[src/rtl/clint.sv]
// Core-local trap sequencer: turns ecall, mret and machine-timer interrupts at commit into
// one-CSR-per-cycle mepc/mcause/mstatus updates followed by a single-cycle PC redirect.
module clint #(
    parameter logic [1:0] RESET_MPP = 2'b11
) (
    input  logic        clk,
    input  logic        rst,
    input  logic        valid_i,
    input  logic [63:0] pc_i,
    input  logic        inst_ecall_i,
    input  logic        inst_mret_i,
    input  logic [63:0] csr_mtvec_i,
    input  logic [63:0] csr_mepc_i,
    input  logic [63:0] csr_mstatus_i,
    input  logic        global_int_en_i,
    input  logic        mtime_int_en_i,
    input  logic        mtime_int_pend_i,
    output logic        clint_csr_wen_o,
    output logic [11:0] clint_csr_waddr_o,
    output logic [63:0] clint_csr_wdata_o,
    output logic        hold_o,
    output logic        jump_o,
    output logic [63:0] jump_addr_o
);

    localparam logic [2:0] StIdle     = 3'd0;
    localparam logic [2:0] StWMepc    = 3'd1;
    localparam logic [2:0] StWMcause  = 3'd2;
    localparam logic [2:0] StWMstatus = 3'd3;
    localparam logic [2:0] StWMret    = 3'd4;
    localparam logic [2:0] StJump     = 3'd5;

    localparam logic [11:0] CsrMstatus = 12'h300;
    localparam logic [11:0] CsrMepc    = 12'h341;
    localparam logic [11:0] CsrMcause  = 12'h342;

    localparam logic [63:0] CauseMtimer = 64'h8000_0000_0000_0007;
    localparam logic [63:0] CauseEcall  = 64'd11;

    logic [2:0]  state_q, state_d;
    logic [63:0] epc_q, epc_d;
    logic [63:0] cause_q, cause_d;
    logic [63:0] tgt_q, tgt_d;
    logic        irq;
    logic        event_hit;
    logic [63:0] mstatus_trap;
    logic [63:0] mstatus_ret;

    assign irq       = global_int_en_i & mtime_int_en_i & mtime_int_pend_i;
    assign event_hit = valid_i & (irq | inst_ecall_i | inst_mret_i);

    // Stall from the detection cycle onward so the CPU never contends for the CSR port.
    assign hold_o = (state_q != StIdle) | event_hit;

    always_comb begin
        mstatus_trap         = csr_mstatus_i;
        mstatus_trap[7]      = csr_mstatus_i[3];
        mstatus_trap[3]      = 1'b0;
        mstatus_trap[12:11]  = RESET_MPP;

        mstatus_ret          = csr_mstatus_i;
        mstatus_ret[3]       = csr_mstatus_i[7];
        mstatus_ret[7]       = 1'b1;
        mstatus_ret[12:11]   = RESET_MPP;
    end

    always_comb begin
        state_d = state_q;
        epc_d   = epc_q;
        cause_d = cause_q;
        tgt_d   = tgt_q;
        case (state_q)
            StIdle: begin
                if (valid_i) begin
                    if (irq) begin
                        epc_d   = pc_i;
                        cause_d = CauseMtimer;
                        state_d = StWMepc;
                    end else if (inst_ecall_i) begin
                        epc_d   = pc_i;
                        cause_d = CauseEcall;
                        state_d = StWMepc;
                    end else if (inst_mret_i) begin
                        state_d = StWMret;
                    end
                end
            end
            StWMepc:    state_d = StWMcause;
            StWMcause:  state_d = StWMstatus;
            StWMstatus: begin
                // Direct mode only: the low mode bits of mtvec are dropped.
                tgt_d   = csr_mtvec_i & ~64'h3;
                state_d = StJump;
            end
            StWMret: begin
                tgt_d   = csr_mepc_i;
                state_d = StJump;
            end
            StJump:     state_d = StIdle;
            default:    state_d = StIdle;
        endcase
    end

    always_comb begin
        clint_csr_wen_o   = 1'b0;
        clint_csr_waddr_o = 12'h000;
        clint_csr_wdata_o = 64'd0;
        jump_o            = 1'b0;
        jump_addr_o       = 64'd0;
        case (state_q)
            StWMepc: begin
                clint_csr_wen_o   = 1'b1;
                clint_csr_waddr_o = CsrMepc;
                clint_csr_wdata_o = epc_q;
            end
            StWMcause: begin
                clint_csr_wen_o   = 1'b1;
                clint_csr_waddr_o = CsrMcause;
                clint_csr_wdata_o = cause_q;
            end
            StWMstatus: begin
                clint_csr_wen_o   = 1'b1;
                clint_csr_waddr_o = CsrMstatus;
                clint_csr_wdata_o = mstatus_trap;
            end
            StWMret: begin
                clint_csr_wen_o   = 1'b1;
                clint_csr_waddr_o = CsrMstatus;
                clint_csr_wdata_o = mstatus_ret;
            end
            StJump: begin
                jump_o      = 1'b1;
                jump_addr_o = tgt_q;
            end
            default: ;
        endcase
    end

    always_ff @(posedge clk or posedge rst) begin
        if (rst) begin
            state_q <= StIdle;
            epc_q   <= 64'd0;
            cause_q <= 64'd0;
            tgt_q   <= 64'd0;
        end else begin
            state_q <= state_d;
            epc_q   <= epc_d;
            cause_q <= cause_d;
            tgt_q   <= tgt_d;
        end
    end

endmodule

[config.mk]
export PLATFORM = sky130hd
export DESIGN_NAME = clint
export DESIGN_NICKNAME = d
export VERILOG_FILES = /design/src/rtl/clint.sv
export SDC_FILE = /design/constraint.sdc
export NUM_CORES = 1
export LEC_CHECK = 0
export CAP_MARGIN = 20
export CORE_AREA = 2 2 159 161
export DETAILED_ROUTE_END_ITERATION = 7
export DIE_AREA = 0 0 161 163
export PLACE_DENSITY = 0.74
export SLEW_MARGIN = 20
export SYNTH_ARGS = -nofsm -noshare
export SYNTH_HDL_FRONTEND = slang
export SYNTH_SLANG_ARGS = --single-unit
[constraint.sdc]
create_clock -name clk -period 9.5 [get_ports clk]
set_input_delay 2.85 -clock clk [delete_from_list [all_inputs] [get_ports clk]]
set_output_delay 2.85 -clock clk [all_outputs]
set_load 0.02 [all_outputs]
-- Yosys cells after proc, flatten, opt, wreduce, memory -nomap -nowiden
Index checks and enable logic that the tools add are counted.
- eq/ne operators: 7
- multiplexer cells: 15
- bitwise logic cells: 6
- reductions and logical operators: 8
- operator list (kind ; count):
    2-to-1 mux 64 bit ; 5
    case mux 64 bit (4 select lines) ; 1
    case mux 64 bit (2 select lines) ; 1
    case mux 10 bit (3 select lines) ; 1
    2-to-1 mux 3 bit ; 4
    case mux 3 bit (4 select lines) ; 1
    == test 3 x 2 -> 1 bit (second input constant) ; 2
    == test 3 bit (second input constant) ; 2
    != test 4 bit (second input constant) ; 1
    nonzero test 2 bit ; 2
    OR reduction 4 bit ; 1
    bitwise AND 1 bit ; 3
    == test 3 x 1 -> 1 bit (second input constant) ; 1
    logical NOT 3 bit ; 1
    OR 1 bit ; 3
    AND reduction 3 bit ; 1
    nonzero test 3 bit ; 1
    2-to-1 mux 1 bit ; 2
    != test 2 bit (second input constant) ; 1
    AND reduction 2 bit ; 1
    OR reduction 2 bit ; 1
- register bits: 195
- input bits: 264
- logic and storage cells: 40

-- Longest topological paths before layout
Gate-level depths: netlist of run 1.
- depth in word-level cells: 6
- mapped depth: 6

-- Worst setup path before layout of run 1
No wires, ideal clock.
- path type: input to output
- start: input port csr_mstatus_i[0]
- end: output port clint_csr_wdata_o[0]
- arrival time: 3.630 ns
- data required time: 6.650 ns
- setup slack: 3.020 ns
- stages: 3
- buffers on the path: 0
- path through: mux2i_1 mux2_2 o21ai_0
- cells in the longest elaborated chain, start to end: 1
- RTL lines (what ; line ; RTL):
    start, declared ; 14 ; input logic [63:0] csr_mstatus_i,
    case mux 64 bit (4 select lines) ; 110 ; case (state_q)
    end, declared ; 20 ; output logic [63:0] clint_csr_wdata_o,
No other way between the ends.

-- Final worst setup path of run 1
Same ends and word-level chain as after synthesis.

==> summary.txt, run 1 <==
Final antenna diode count -> 0
Fin. max-slew vios -> 0
Worst Min Path Start -> tgt_q[50]
Worst Path Required -> 6650 ps
Core area -> 24700 um^2
Post-synth ARST share -> 1.00
Setup TNS -> 0 ps
CTS H-Tree Depth -> 4
Hpwl dp -> 16.6 mm
Most numerous cell in the Yosys netlist -> mux2_2
Syn avg cell area -> 12.7 um^2
Area leader, netlist -> dfrtp_1
Setup bufs post-CTS -> 0
Sequential power share -> 0.295
TritonCTS clock tree -> built
Cell area after synthesis -> 7130 um^2
IO buf count -> 395
Clk sink count -> 134
YS warnings -> 0
Layout cells sized above 1 -> 0.206
Initial Util -> 0.289
Drt drc -> 0
Crit start category -> input port
Reg2reg start -> state_q[0]
I/O Pins -> 407
Vias per inst -> 4.70
Critical path's slowest cell -> clkdlybuf4s50_1
Hold crit path type -> flip-flop to flip-flop
CTS Hold Bufs -> 0
Fill count -> 2198
Clk pwr share -> 0.197
Placed cell areas -> 11300 um^2
Detailed router's first-iteration violation count -> 201
Most frequent cell on the critical path -> clkdlybuf4s50_1
Pre-CTS setup slack -> 2180 ps
Via count -> 5972
Worst-path cell chain -> clkdlybuf4s50_1 > mux2i_1 > mux2_2 > o21ai_0 > clkdlybuf4s50_1
Endpoint class of the critical path -> output port
Top-area cell type share of the netlist area -> 0.470
Post-CTS sizing -> 0
CP Depth -> 5
CP startpoint -> csr_mstatus_i[0]
Crit path DAT -> 4500 ps
Synth Instances -> 561
Post-route minimum period -> 7350 ps
Worst skew pair latency -> 420 ps
Max cap viols -> 0
Root Buffer -> clkbuf_16
Vias in the first global route -> 6150
Worst Reg-to-Reg Cells -> 4
Post-synth EDFFs -> 0
Global route total overflow -> 0
Worst-path fanout max -> 2
Syn-to-layout area delta -> 66.5%
Main flop type after synthesis -> dfrtp_1
Chip width -> 161 um
Crit path largest cell delay -> 630 ps
Synth cell types -> 34
Drt pass-1 iters -> 4
Nets -> 1191
Wirelength per Cell -> 18.4 um
Worst Hold End -> tgt_q[50]
Critical path class -> input port to output port
Worst hold path cell count -> 1
Outcome -> finished, final reports clean
Top delay family on crit path -> buffers and inverters
Post-Route Skew -> 12.5 ps
CTS clk-pin slew, worst paths -> 60 ps
#FFs+latches synth -> 134
GRT Total Usage -> 0.172
Worst-margin pin slew -> 1020 ps
Buffers and inverters on the worst path -> 2
Crit share post-route -> 0.773
Switching power -> 1.29 mW
Max Clk Rate -> 136 MHz
Final hold violation count -> 0
Design area -> 11900 um^2
Leakage -> 4.96 nW
Top post-synthesis cells by area -> dfrtp_1 (47%), mux2_2 (22%), a22o_1 (7.1%), mux2_1 (7.1%), and3_1 (5.7%)
RD Place Congestion -> 0.791
Sequential share of the synthesized area -> 0.470
Combinational share of power -> 0.508
Peak VDD IR -> 174 uV
Clock buffer depth -> 2
Largest net degree at the start of global routing -> 78
Setup WS post-layout -> 2150 ps
Antenna Nets Post-Route -> 0
Post-Route WL -> 23.3 mm
R2R Path End -> tgt_q[16]
Row count -> 58
RSZ-0062 raised after global routing -> false
Power Density -> 296 nW/um^2
Initial antenna violation count -> 1
Die height -> 163 um
First-pass GRT wire length -> 34.9 mm
Slew HR -> 0.317
Die area -> 26200 um^2
P_int -> 2.22 mW
CTS buffer count -> 17
R2R Setup Slk -> 6270 ps
Setup violations, final -> 0
Post-synth top cells -> mux2_2 (141), dfrtp_1 (134), and3_1 (65)
Switching fraction of total power -> 0.367
-- final cells by class --
type / instances / area (um^2) / area share
clock inverters: 13 / 173 / 0.0145
flip-flops and latches: 134 / 3350 / 0.283
clock buffers: 19 / 433 / 0.0365
well taps: 330 / 413 / 0.0348
multi-input cells: 372 / 3490 / 0.294
inverters: 1 / 8.76 / 0.000738
repair buffers: 401 / 4000 / 0.337
-- routing by layer --
metal | global-route usage | routed length [um] | up-vias
met5 | 0 | 12 | -
met4 | 0.0446 | 311 | 2
met3 | 0.0598 | 2140 | 23
met2 | 0.287 | 11100 | 284
met1 | 0.212 | 9750 | 2878
li1 | - | - | 2785
-- per-stage QoR --
step / cells / hold slack, ps / total power [mW] / utilization
floorplan: 567 / 449 / 2.13 / -
global placement: 1238 / 460 / 2.81 / 0.456
detailed placement: 1238 / 467 / 2.85 / 0.456
CTS: 1270 / 481 / 3.56 / 0.481
global route: 1270 / 493 / 3.71 / 0.481
finish: 1270 / 475 / 3.51 / 0.481
-- worst reg2reg max path: stages (launching register included) --
cell and delay [ps]:
dfrtp_1 810, nor2b_1 410, a21o_4 630, buf_4 810
mux2_2 470
-- cell families after synthesis --
| group | after synthesis | synth area share |
|---|---|---|
| multiplexers | 196 | 0.313 |
| flip-flops | 134 | 0.470 |
| AND/OR/NAND/NOR | 90 | 0.0765 |
| AO/OA/AOI/OAI | 79 | 0.0905 |
| buffers and inverters | 61 | 0.0495 |
| other | 1 | 0.000526 |
-- registers in the layout, indices dropped and copies added (netlist names) --
register	cells
epc_q	64
state_q	3
cause_q	3
tgt_q	64
-- cells in the final DEF, fill, tap and decap left out, types with 3 or more instances in the layout --
cell	instances
nand2_1	10
mux2_2	141
a22o_1	58
clkbuf_16	17
clkinvlp_4	3
bufinv_16	3
mux2_1	45
inv_6	4
buf_4	6
conb_1	7
mux2i_1	3
nor2_1	3
o21ai_0	5
dfrtp_1	133
mux2_4	7
a21oi_1	3
and3_1	65
clkdlybuf4s50_1	395
-- power by group through the flow --
stage / clock, mW / combinational (mW) / sequential, mW
floorplan: 0 / 1.17 / 0.964
global placement: 0 / 1.78 / 1.03
detailed placement: 0 / 1.81 / 1.04
CTS: 0.712 / 1.82 / 1.03
global route: 0.735 / 1.91 / 1.07
finish: 0.691 / 1.78 / 1.03
-- how the worst max path moves through the flow --
stage	endpoint
final	clint_csr_wdata_o[0]
after global routing	clint_csr_wdata_o[1]
after CTS	clint_csr_wdata_o[1]
after detailed placement	clint_csr_wdata_o[2]
after global placement	clint_csr_wdata_o[1]
after floorplan	clint_csr_wdata_o[0]
Power figures use the tool's default switching activity.
==> run 2, diff against run 1 <==
CORE_AREA = not set   (was 2 2 159 161)
CORE_ASPECT_RATIO = 0.5   (was not set)
CORE_MARGIN = 2   (was not set)
CORE_UTILIZATION = 39   (was not set)
DIE_AREA = not set   (was 0 0 161 163)
PLACE_DENSITY = 0.92   (was 0.74)
clock period = 7.4 ns   (was 9.5 ns; I/O delays follow)
==> run 2 against run 1 <==
  * Clock-buffer cell count rose by 4
  * Sequential power rose by 33%
  * Routed wire length fell by 3.2%
  * Power rose by 28%
  * Clock skew fell by 1.3 ps
  * Critical path depth rose by 1
  * Combinational power rose by 25%
  * Utilization rose by 19 points
  * Die area fell by 26%
  * Flip-flop and latch count did not move
  * Cell count fell by 7.6%
==> summary.txt, run 2 (synthesized netlist as in run 1, its figures left out) <==
Worst Path Required -> 5180 ps (was 6650 ps)
Clk pwr share -> 0.202 (was 0.197)
Row count -> 34 (was 58)
Combinational share of power -> 0.494 (was 0.508)
First-pass GRT wire length -> 34.3 mm (was 34.9 mm)
Most common cell after layout, fill and taps aside -> clkdlybuf4s50_1 (unchanged)
Sequential power share -> 0.304 (was 0.295)
GRT Total Usage -> 0.225 (was 0.172)
RSZ-0062 raised after global routing -> false (unchanged)
Switching power -> 1.58 mW (was 1.29 mW)
Leakage -> 4.97 nW (was 4.96 nW)
Drt pass-1 iters -> 4 (unchanged)
Fill count -> 1322 (was 2198)
Hold crit path type -> flip-flop to flip-flop (unchanged)
Vias per inst -> 5.13 (was 4.70)
Syn-to-layout area delta -> 65.1% (was 66.5%)
Layout cells sized above 1 -> 0.202 (was 0.206)
Critical path class -> flip-flop to output port (was input port to output port)
Vias in the first global route -> 6472 (was 6150)
Crit start category -> flip-flop (was input port)
Wirelength per Cell -> 19.2 um (was 18.4 um)
Hpwl dp -> 16.9 mm (was 16.6 mm)
Final hold violation count -> 0 (unchanged)
CTS clk-pin slew, worst paths -> 50 ps (was 60 ps)
Setup violations, final -> 0 (unchanged)
Crit path DAT -> 3940 ps (was 4500 ps)
P_int -> 2.92 mW (was 2.22 mW)
Worst skew pair latency -> 400 ps (was 420 ps)
Endpoint class of the critical path -> output port (unchanged)
CTS buffer count -> 17 (unchanged)
Detailed router's first-iteration violation count -> 203 (was 201)
I/O Pins -> 407 (unchanged)
Clk sink count -> 134 (unchanged)
Via count -> 6021 (was 5972)
IO buf count -> 395 (unchanged)
Setup TNS -> 0 ps (unchanged)
Initial Util -> 0.404 (was 0.289)
Antenna Nets Post-Route -> 0 (unchanged)
Fin. max-slew vios -> 0 (unchanged)
CTS H-Tree Depth -> 4 (unchanged)
Setup WS post-layout -> 1240 ps (was 2150 ps)
Pre-CTS setup slack -> 1260 ps (was 2180 ps)
Nets -> 1190 (was 1191)
Post-route minimum period -> 6160 ps
Largest regs -> epc_q x64, tgt_q x64 (unchanged)
RD Place Congestion -> 0.850 (was 0.791)
Worst-path fanout max -> 67 (was 2)
Die height -> 99.6 um (was 163 um)
Chip width -> 195 um (was 161 um)
Commonest non-fill, non-tap cells in the layout -> clkdlybuf4s50_1 (395), mux2_2 (141), dfrtp_1 (133) (unchanged)
Post-CTS sizing -> 0 (unchanged)
Area of the multi-input gates -> 3490 um^2 (unchanged)
Storage cell area -> 3360 um^2 (was 3350 um^2)
Global route total overflow -> 0 (unchanged)
Die area -> 19400 um^2 (was 26200 um^2)
Core area -> 17700 um^2 (was 24700 um^2)
Switching fraction of total power -> 0.351 (was 0.367)
Worst-margin pin slew -> 961 ps (was 1020 ps)
Clock buffer depth -> 2 (unchanged)
Max Clk Rate -> 162 MHz
Outcome -> finished, final reports clean (unchanged)
Root Buffer -> clkbuf_16 (unchanged)
Drt drc -> 0 (unchanged)
Largest net degree at the start of global routing -> 85 (was 78)
Setup bufs post-CTS -> 0 (unchanged)
Crit share post-route -> 0.833
TritonCTS clock tree -> built (unchanged)
CTS Hold Bufs -> 0 (unchanged)
Peak VDD IR -> 319 uV (was 174 uV)
Post-Route Skew -> 11.2 ps (was 12.5 ps)
Power Density -> 383 nW/um^2 (was 296 nW/um^2)
Post-Route WL -> 22.6 mm (was 23.3 mm)
Initial antenna violation count -> 1 (unchanged)
Max cap viols -> 0 (unchanged)
Slew HR -> 0.359 (was 0.317)
run 2: changes by cell type in the layout (fill, tap and decap cells not counted), sizes merged:
cell,previous run,this run
buf,6,5
bufinv,3,5
clkbuf,19,23
clkinv,3,4
clkinvlp,3,0
diode,0,1
inv,5,1
run 2: area by class of cell:
class	count	share of cell area
Timing Repair Buffer	400	0.339
Multi-Input combinational cell	372	0.296
Sequential cell	134	0.285
Clock buffer	23	0.0389
Tap cell	234	0.0249
Clock inverter	9	0.0148
Inverter	1	0.000744
Antenna cell	1	0.000213
run 2: worst paths after layout:
path,from,to,slack [ps],cells after the start
max reg2reg,state_q[0],tgt_q[10],4360,4
max in group asynchronous,rst,state_q[2],3790,3
min in group asynchronous,rst,epc_q[17],2350,2
max,state_q[0],clint_csr_wdata_o[5],1240,6
min reg2reg,tgt_q[49],tgt_q[49],480,1
min,tgt_q[49],tgt_q[49],480,1
run 2: worst max-delay path: stages, from the launching register on:
cell,delay (ps)
dfrtp_1,790
nor2b_4,260
buf_4,490
nor2b_4,630
buf_4,470
a22o_1,240
clkdlybuf4s50_1,620
run 2: power by group through the flow:
stage / registers (mW) / logic [mW] / clock network, mW
6_report: 1.37 / 2.23 / 0.910
5_1_grt: 1.42 / 2.36 / 0.969
4_1_cts: 1.37 / 2.25 / 0.934
3_5_place_dp: 1.38 / 2.24 / 0
3_3_place_gp: 1.35 / 2.18 / 0
2_1_floorplan: 1.24 / 1.50 / 0
run 2: metrics by stage:
step | std cells | hold WS [ps] | total power [mW] | utilization | area (um^2)
finish | 1174 | 477 | 4.51 | 0.667 | 11800
floorplan | 567 | 449 | 2.73 | - | 7150
global route | 1174 | 498 | 4.75 | 0.667 | 11800
global placement | 1141 | 459 | 3.52 | 0.631 | 11100
detailed placement | 1141 | 469 | 3.62 | 0.631 | 11100
CTS | 1173 | 482 | 4.55 | 0.667 | 11800
run 2: layer usage:
| metal | vias to the layer above | global-route usage | wire length [um] |
|---|---|---|---|
| li1 | 2783 | - | - |
| met1 | 3021 | 0.256 | 8890 |
| met5 | - | 0 | 0 |
| met2 | 181 | 0.422 | 12200 |
| met4 | 0 | 0.0787 | 556 |
| met3 | 36 | 0.0495 | 966 |
==> run 3, diff against run 2 <==
clock period = 6.1 ns   (was 7.4 ns; I/O delays follow)
==> run 3 against run 2 <==
  * Worst hold slack got worse by 0.81 ps
  * Highest routed layer unchanged
  * Clock power grew 20%
  * Clock-buffer cell count down 5
==> summary.txt, run 3 (synthesized netlist as in run 1, its figures left out) <==
Buffers and inverters on the worst path -> 2 (was 3)
Core area -> 17700 um^2 (unchanged)
Post-Route Skew -> 7.37 ps (was 11.2 ps)
TritonCTS clock tree -> built (unchanged)
Vias in the first global route -> 6478 (was 6472)
Post-Route WL -> 22.4 mm (was 22.6 mm)
Placed cell areas -> 11100 um^2 (about the same)
R2R Path End -> tgt_q[15] (was tgt_q[10])
Initial antenna violation count -> 1 (unchanged)
Clk sink count -> 134 (unchanged)
Initial Util -> 0.404 (unchanged)
Dpl cells -> 1142 (was 1141)
CTS H-Tree Depth -> 4 (unchanged)
Setup violations, final -> 0 (unchanged)
Via count -> 6020 (was 6021)
Hold crit path type -> flip-flop to flip-flop (unchanged)
Clock buffer depth -> 2 (unchanged)
Max Clk Rate -> 187 MHz
Post-CTS sizing -> 0 (unchanged)
Drt pass-1 iters -> 4 (unchanged)
Detailed router's first-iteration violation count -> 269 (was 203)
R2R Setup Slk -> 3020 ps (was 4360 ps)
Endpoint class of the critical path -> output port (unchanged)
Crit start category -> input port (was flip-flop)
Worst Path Required -> 4270 ps (was 5180 ps)
Setup bufs post-CTS -> 0 (unchanged)
IO buf count -> 395 (unchanged)
Setup TNS -> 0 ps (unchanged)
Final hold violation count -> 0 (unchanged)
Die area -> 19400 um^2 (unchanged)
Crit path DAT -> 3520 ps (was 3940 ps)
Worst-path fanout max -> 2 (was 67)
Crit path largest cell delay -> 630 ps (was 790 ps)
Drt drc -> 0 (unchanged)
Finished Layout Cells -> 1175 (was 1174)
Peak VDD IR -> 366 uV (was 319 uV)
Most common cell after layout, fill and taps aside -> clkdlybuf4s50_1 (unchanged)
Fin. max-slew vios -> 0 (unchanged)
Hpwl dp -> 16.7 mm (was 16.9 mm)
Outcome -> finished, final reports clean (unchanged)
CP startpoint -> csr_mstatus_i[2] (was state_q[0])
Critical path class -> input port to output port (was flip-flop to output port)
Global route total overflow -> 0 (unchanged)
Layout cells sized above 1 -> 0.207 (was 0.202)
GRT Total Usage -> 0.229 (was 0.225)
RD Place Congestion -> 0.843 (was 0.850)
Largest net degree at the start of global routing -> 103 (was 85)
Worst hold path cell count -> 1 (unchanged)
Worst Min Path Start -> tgt_q[47] (was tgt_q[49])
Most frequent cell on the critical path -> clkdlybuf4s50_1
Syn-to-layout area delta -> 65.1% (about the same)
Row count -> 34 (unchanged)
Wirelength per Cell -> 19.1 um (was 19.2 um)
RSZ-0062 raised after global routing -> false (unchanged)
First-pass GRT wire length -> 34.6 mm (was 34.3 mm)
Chip width -> 195 um (unchanged)
Design area -> 11800 um^2 (about the same)
Slew HR -> 0.346 (was 0.359)
Crit share post-route -> 0.877
I/O Pins -> 407 (unchanged)
Commonest non-fill, non-tap cells in the layout -> clkdlybuf4s50_1 (395), mux2_2 (141), dfrtp_1 (133) (unchanged)
Leakage -> 4.96 nW (was 4.97 nW)
Reg2reg start -> state_q[0] (unchanged)
Top delay family on crit path -> buffers and inverters (unchanged)
Antenna Nets Post-Route -> 0 (unchanged)
Post-route minimum period -> 5350 ps
CTS Hold Bufs -> 0 (unchanged)
Die height -> 99.6 um (unchanged)
Power Density -> 463 nW/um^2 (was 383 nW/um^2)
Nets -> 1191 (was 1190)
Max cap viols -> 0 (unchanged)
Worst Reg-to-Reg Cells -> 4 (unchanged)
Largest regs -> epc_q x64, tgt_q x64 (unchanged)
CTS buffer count -> 17 (unchanged)
Worst skew pair latency -> 410 ps (was 400 ps)
CTS clk-pin slew, worst paths -> 60 ps (was 50 ps)
Worst-path cell chain -> clkdlybuf4s50_1 > mux2i_1 > mux2_2 > o21ai_0 > clkdlybuf4s50_1 (was nor2b_4 > buf_4 > nor2b_4 > buf_4 > a22o_1 > clkdlybuf4s50_1)
Vias per inst -> 5.12 (was 5.13)
Critical path's slowest cell -> clkdlybuf4s50_1 (was dfrtp_1)
Root Buffer -> clkbuf_16 (unchanged)
Worst Hold End -> tgt_q[47] (was tgt_q[49])
Worst-margin pin slew -> 980 ps (was 961 ps)
==> run 3: per-layer routing <==
| metal | up-vias | part of all wire | GRT usage | routed length [um] |
|---|---|---|---|---|
| li1 | 2789 | - | - | - |
| met5 | - | 0 | 0 | 0 |
| met4 | 0 | 0.025 | 0.0875 | 564 |
| met3 | 41 | 0.050 | 0.0505 | 1110 |
| met2 | 184 | 0.54 | 0.427 | 12100 |
| met1 | 3006 | 0.39 | 0.260 | 8670 |
==> run 3: stage by stage <==
stage / utilization / power (mW) / setup WS (ps) / hold WS [ps]
after floorplan: - / 3.32 / 687 / 449
after global placement: 0.631 / 4.28 / 769 / 459
after detailed placement: 0.631 / 4.39 / 740 / 466
after CTS: 0.667 / 5.50 / 740 / 479
after global routing: 0.667 / 5.76 / 598 / 490
final: 0.667 / 5.45 / 748 / 476
==> run 3: worst reg2reg max path: stages, from the launching register on <==
cell and delay (ps):
dfrtp_1 790, nor2b_1 390, a21o_4 780, buf_4 590, mux2_2 420
==> run 3: worst max-delay path by stage <==
stage | end | slack (ps) | cells after the start
final | clint_csr_wdata_o[2] | 750 | 5
after global routing | clint_csr_wdata_o[57] | 600 | 5
after CTS | clint_csr_wdata_o[2] | 740 | 5
after detailed placement | clint_csr_wdata_o[2] | 740 | 5
after global placement | clint_csr_wdata_o[2] | 770 | 5
after floorplan | cause_q[1] | 690 | 1
==> run 3: final cells by class <==
type | instances | area (um^2)
Clock buffer | 18 | 429
Tap cell | 234 | 293
Clock inverter | 14 | 199
Sequential cell | 134 | 3350
Fill cell | 1309 | 5880
Antenna cell | 1 | 2.50
Timing Repair Buffer | 401 | 4000
Multi-Input combinational cell | 372 | 3490
Inverter | 1 | 8.76
==> run 3: report_power, final <==
group | leakage [nW] | switching [mW] | internal, mW
sequential | 1.59 | 0.275 | 1.35
clock | 0.294 | 0.405 | 0.689
combinational | 3.08 | 1.27 | 1.47
total | 4.96 | 1.95 | 3.50
